$ cat config.mk
export PLATFORM = sky130hd
export DESIGN_NAME = inverse_permutation_func
export DESIGN_NICKNAME = d
export VERILOG_FILES = /design/src/rtl/inverse_permutation_func.sv
export SDC_FILE = /design/constraint.sdc
export NUM_CORES = 1
export LEC_CHECK = 0
export CAP_MARGIN = 20
export CORE_AREA = 4 4 74 63
export CTS_CLUSTER_SIZE = 30
export DETAILED_ROUTE_END_ITERATION = 6
export DIE_AREA = 0 0 78 67
export PLACE_DENSITY_LB_ADDON = 0.1
export SKIP_LAST_GASP = 1
export SLEW_MARGIN = 25
export SYNTH_ARGS = -nofsm -noshare
export SYNTH_HDL_FRONTEND = slang
export SYNTH_SLANG_ARGS = --single-unit
$ cat constraint.sdc
create_clock -name clk -period 1.9 [get_ports clk]
set_input_delay 0.38 -clock clk [delete_from_list [all_inputs] [get_ports clk]]
set_output_delay 0.38 -clock clk [all_outputs]
set_load 0.01 [all_outputs]
$ cat src/rtl/inverse_permutation_func.sv
// Inverse pi lane permutation over a 5x5xSLICES state held in slice memory:
// read each 25-bit slice, apply pi^-1 within the slice, write it back in place.
module inverse_permutation_func #(
  parameter int unsigned SLICES = 64,
  parameter int unsigned ADDR_W = 6
) (
  input  logic              clk,
  input  logic              rst,
  input  logic              start,
  output logic              busy,
  output logic              done,
  output logic [ADDR_W-1:0] mem_addr,
  output logic              mem_rd_en,
  input  logic [24:0]       mem_rdata,
  output logic              mem_wr_en,
  output logic [24:0]       mem_wdata
);

  typedef enum logic [2:0] {
    IDLE  = 3'd0,
    READ  = 3'd1,
    SWAP  = 3'd2,
    WRITE = 3'd3,
    DONE  = 3'd4
  } state_t;

  localparam logic [ADDR_W-1:0] LAST = ADDR_W'(SLICES - 1);

  state_t            state;
  logic [ADDR_W-1:0] cnt;
  logic [24:0]       swap_q;
  logic [24:0]       perm;

  // out(x,y) = in(y, (2x+3y) mod 5): pure wiring, bit index 5*y+x
  always_comb begin
    perm = '0;
    for (int unsigned y = 0; y < 5; y++) begin
      for (int unsigned x = 0; x < 5; x++) begin
        perm[5*y+x] = mem_rdata[5*((2*x+3*y)%5)+y];
      end
    end
  end

  always_ff @(posedge clk or posedge rst) begin
    if (rst) begin
      state  <= IDLE;
      cnt    <= '0;
      swap_q <= '0;
    end else begin
      case (state)
        IDLE: begin
          if (start) begin
            cnt   <= '0;
            state <= READ;
          end
        end
        READ: state <= SWAP;
        SWAP: begin
          swap_q <= perm;
          state  <= WRITE;
        end
        WRITE: begin
          if (cnt == LAST) begin
            state <= DONE;
          end else begin
            cnt   <= cnt + 1'b1;
            state <= READ;
          end
        end
        DONE:    state <= IDLE;
        default: state <= IDLE;
      endcase
    end
  end

  assign busy      = (state != IDLE);
  assign done      = (state == DONE);
  assign mem_rd_en = (state == READ);
  assign mem_wr_en = (state == WRITE);
  assign mem_addr  = cnt;
  assign mem_wdata = (state == WRITE) ? swap_q : '0;

endmodule

# After elaboration in Yosys (flattened, before gate mapping)
# Cells that the tools add are included.
[word_totals]
ff_bits = 34
out_inout_bits = 35
word_cells = 22
input_bits = 28
[op_classes]
n_addsub = 1
eq_ne = 7
mux = 7
reduce_logical = 4
[op_table]
columns = ["op", "count"]
rows = [
  ["$mux W25", 1],
  ["$mux W6", 2],
  ["$pmux W3 S4", 1],
  ["$pmux W6 S2", 1],
  ["$add A6 B1 Y6 const B", 1],
  ["$eq A3 B2 Y1 const B", 2],
  ["$eq A6 B6 Y1 const B", 1],
  ["$mux W3", 2],
  ["$ne A2 B2 Y1 const B", 2],
  ["$eq A3 B1 Y1 const B", 1],
  ["$eq A3 B3 Y1 const B", 1],
  ["$logic_not A3 Y1", 1],
  ["$reduce_and A3 Y1", 1],
  ["$reduce_bool A3 Y1", 1],
  ["$reduce_bool A2 Y1", 1],
]

# Logic depth before layout (Yosys ltp)
# Gate-level depths: netlist of the first run.
[depth]
depth_word = 3
mapped_depth = 6
ltp_nobuf = 4

# Least setup slack after synthesis of the first run
# No wires, ideal clock.
[synth_path]
path_type = "flip-flop to output port"
from = "reg state[2]"
to = "out mem_wdata[10]"
path_slack_ps = 324
path_buffers = 1
t_required_ps = 1520
path_stages_with_launch = 5
arrival_ps = 1196
path_cell_list = "dfrtp_1 -> nand3b_1 -> inv_2 -> clkbuf_1 -> and2_1"
[synth_via]
elab_chain_len = 2
[synth_rtl]
columns = ["element", "line", "text"]
rows = [
  ["start: declaration", "29", "state_t state;"],
  ["start signal: assignment", "46", "state <= IDLE;"],
  ["start signal: assignment", "54", "state <= READ;"],
  ["start signal: assignment", "57", "READ: state <= SWAP;"],
  ["$eq A3 B2 Y1", "81", "assign mem_wdata = (state == WRITE) ? swap_q : '0;"],
  ["$mux W25", "81", ""],
  ["end: declaration", "16", "output logic [24:0] mem_wdata"],
]
# Every way passes these cells.

# Worst setup path after layout of the first run
[layout_path]
from = "reg state[2]"
to = "out mem_wdata[2]"
# Same word-level chain as after synthesis.

==> results by stage, run 1 <==
Outcome:
- The run finished with clean final reports.

Logic synthesis:
- sky130_fd_sc_hd__dfrtp_1 is the most common cell in the netlist.
- The count of flip-flops with a built-in enable after synthesis is 0.
- In the synthesized netlist the async set-or-reset flop fraction comes to 1.00.
- The count of different cell masters after synthesis is 31.
- The number of flip-flops and latches in the synthesized netlist is 34.
- After technology mapping, the gate count stands at 136.
- The share of Yosys cell area claimed by the top area cell type is 0.522.
- The most used flip-flop cell after synthesis is sky130_fd_sc_hd__dfrtp_1.
- The post-synthesis net count is 165.
- Sorting the synthesized cells by how often they occur yields sky130_fd_sc_hd__dfrtp_1 (34), sky130_fd_sc_hd__and2_1 (26), sky130_fd_sc_hd__mux2_2 (24).
- The cell accounting for the most synthesized area is sky130_fd_sc_hd__dfrtp_1.
- The average footprint of a synthesized cell is 12.0 um^2.
- Of the synthesized area, sequential elements account for 0.522.
- The combined area of all synthesized cells is 1630 um^2.
- Yosys attributes the largest share of cell area to sky130_fd_sc_hd__dfrtp_1 (52%), sky130_fd_sc_hd__mux2_2 (17%), sky130_fd_sc_hd__and2_1 (10%).
- The Yosys warning count is 0.

STA:
- The total count of max-transition violations in the final report is 0.
- In this run the tightest slew margin relative to its limit is 0.713.
- Setup repair after global routing could not meet its margin everywhere.
- The maximum frequency from static timing analysis is 538 MHz.
- The final count of hold timing violations is 0.
- The worst hold margin is 0.488 ns.
- At the pin with the least slew margin, the transition time is 0.430 ns.
- The routed design could run at a clock period as short as 1.86 ns.
- The period utilization is 0.979.
- Adding up every negative setup slack in the final design gives 0 ns.
- Setup violations remaining at the end of the flow were counted as 0.
- The clock arrives with 0.00421 ns of skew.

Floorplan:
- Pin placement for this block handled 63 I/O pins.
- The core box area is 3970 um^2.
- The initial utilization of the core area, before any placement, comes to 0.411.
- The floorplan die area is 5230 um^2.
- The height of the die is 67 um.
- Measured along the x axis, the die boundary spans 78 um.
- The floorplan has 21 rows.

Detailed routing:
- For this block, the routed nets add up to 3790 um of wire.
- The via count is 1344.
- The initial DRC count is 71.
- The routed length per placed instance is 14.0 um.
- The number of detailed-route iterations in the first pass is 4.
- The residual antenna-violating net count after detailed routing is 0.
- The residual DRC count is 0.
- Using the TritonRoute via totals, the vias-per-cell ratio works out to 4.98.

Cells and area:
- The layout net count is 243.
- Compared with the post-synthesis result, the final layout area differs by 46.6%.
- The number of antenna cells inserted is 0.
- In the final layout, the share of cells above drive strength 1 is 0.343.

Clock tree:
- The clock net in this run drives a total of 34 sinks.
- The total number of H-tree levels is 2.
- The post-CTS clock slew at the launch and capture registers of the worst setup and hold paths is 0.06 ns.
- The source-to-sink clock delay at the later pin of the worst-skew pair is 0.28 ns.
- The clock root buffer master is sky130_fd_sc_hd__clkbuf_8.
- The number of hold-repair buffers added at the cts stage is 0.
- The longest clock path from root to sink contains 2 buffers.
- The number of buffers created by CTS is 5.
- TritonCTS built the clock tree.

Critical path:
- By startpoint and endpoint, the worst setup path is classified as reg -> out.
- The type of origin of the critical path is a flop.
- In this run the worst path has a maximum fanout of 11.
- The category of the worst setup path capture point is a primary output.
- At the worst endpoint, the required time is 1.52 ns.
- The data arrival time of the critical path is 1.48 ns.

Power:
- The leakage power summed over all cells is 1.06 nW.
- The worst vdd rail ir drop is 0.697 mV.
- The power per cell area is 1550 nW/um^2.

Placement:
- Once detailed placement completed, the half-perimeter wirelength came to 2670 um.
- Routability-driven placement finished with a final weighted congestion of 0.777.
- The port buffer count is 62.

GRT:
- In the global route stage, overall resource usage came out at 0.154.
- The initial antenna violation count is 0.
- The number of global-route vias before repair is 1406.
- The residual overflow from global routing is 0.
- The largest net degree at the start of global routing is 35.
- The first-pass GRT wire length is 6290 um.

Worst hold path:
- The path class of the lowest-slack min-delay path is reg -> reg.

Job:
- The tool flagged a number of max-cap violations equal to 0.
-- final cells by class --
class	instances	area, um^2
clock buffer	6	82.6
fill	315	1580
inverter	4	15.0
multi-input combinational	91	714
sequential	34	851
tap	57	71.3
timing repair buffer	78	654
-- cells by family after synthesis --
family / after synthesis / synth area share
AND/OR/NAND/NOR: 45 / 0.180
flip-flops: 34 / 0.522
multiplexers: 25 / 0.173
AO/OA/AOI/OAI: 19 / 0.0722
buffers and inverters: 11 / 0.0392
XOR/XNOR: 1 / 0.00538
adder cells (fa/ha/maj): 1 / 0.00768
-- worst paths after layout --
check                      cells past startpoint           end  slack, ns  startpoint
max                                            5  mem_wdata[2]       0.04    state[2]
min in group asynchronous                      3     swap_q[3]       0.50         rst
min reg2reg                                    1    swap_q[16]       0.49  swap_q[16]
max reg2reg                                    4   mem_addr[4]       0.37    state[0]
max in group asynchronous                      3    swap_q[22]       1.09         rst
min                                            1    swap_q[16]       0.49  swap_q[16]
-- critical path, stage by stage, from the launching register on --
cell and delay (ns):
sky130_fd_sc_hd__dfrtp_1 0.37, sky130_fd_sc_hd__nand3b_1 0.20, sky130_fd_sc_hd__inv_2 0.12, sky130_fd_sc_hd__buf_8 0.13, sky130_fd_sc_hd__and2_1 0.12, sky130_fd_sc_hd__dlygate4sd2_1 0.26
-- repair_timing --
| item | CTS | global route |
|---|---|---|
| buffers inserted | 2 | 7 |
| setup endpoints to repair | 29 | 26 |
| endpoints found under the hold margin | 0 | 0 |
| resized for setup | 49 | 37 |
-- sequential cells by signal (all words and copies together) (netlist names) --
signal    flops
swap_q       25
mem_addr      6
state         3
-- per-layer routing --
layer	part of all wire	track usage
met4	0.010	0.0611
met1	0.44	0.191
met3	0.075	0.0527
met2	0.48	0.248
met5	0	0
-- stage by stage --
stage / power, mW / setup WS, ns / instance area (um^2) / cells / utilization
6_report: 3.69 / 0.0401 / 2390 / 270 / 0.602
4_1_cts: 3.64 / -0.0653 / 2390 / 263 / 0.603
2_1_floorplan: 2.35 / 0.324 / 1630 / 136 / -
5_1_grt: 3.99 / -0.0424 / 2390 / 270 / 0.602
3_3_place_gp: 3.27 / 0.0631 / 2370 / 256 / 0.597
3_5_place_dp: 3.34 / 0.0125 / 2370 / 256 / 0.597
-- report_power, final --
part           switching [mW]  internal [mW]  leakage (nW)  total [mW]
registers               0.182           1.05         0.408        1.24
logic                   0.840           1.11         0.611        1.94
clock network           0.232          0.279        0.0431       0.511
total                    1.25           2.44          1.06        3.69
-- cell usage in the layout (no fill, tap or decap), types with 2 or more instances in the layout --
cell / count
sky130_fd_sc_hd__dfrtp_1: 34
sky130_fd_sc_hd__clkdlybuf4s50_1: 33
sky130_fd_sc_hd__and2_1: 26
sky130_fd_sc_hd__mux2_2: 24
sky130_fd_sc_hd__clkbuf_2: 17
sky130_fd_sc_hd__buf_4: 13
sky130_fd_sc_hd__a21oi_1: 6
sky130_fd_sc_hd__clkbuf_8: 6
sky130_fd_sc_hd__buf_2: 6
sky130_fd_sc_hd__nand4_1: 4
sky130_fd_sc_hd__o21ai_0: 4
sky130_fd_sc_hd__o211ai_1: 4
sky130_fd_sc_hd__dlygate4sd2_1: 4
sky130_fd_sc_hd__inv_1: 3
sky130_fd_sc_hd__nand3b_1: 2
sky130_fd_sc_hd__nand2_1: 2
sky130_fd_sc_hd__nand3_1: 2
sky130_fd_sc_hd__a31oi_1: 2
sky130_fd_sc_hd__nor3b_1: 2
sky130_fd_sc_hd__buf_12: 2
No activity file was read; power rests on OpenSTA's default activity.
==> inputs of run 2 (changes only) <==
--- a/config.mk
+++ b/config.mk
@@ -5,7 +5,6 @@
 export SDC_FILE = /design/constraint.sdc
 export NUM_CORES = 1
 export LEC_CHECK = 0
-export CAP_MARGIN = 20
 export CORE_AREA = 4 4 74 63
 export CTS_CLUSTER_SIZE = 30
 export DETAILED_ROUTE_END_ITERATION = 6
==> results of run 2 <==
Same layout as run 1: the final DEF is identical, and so are final timing and power.
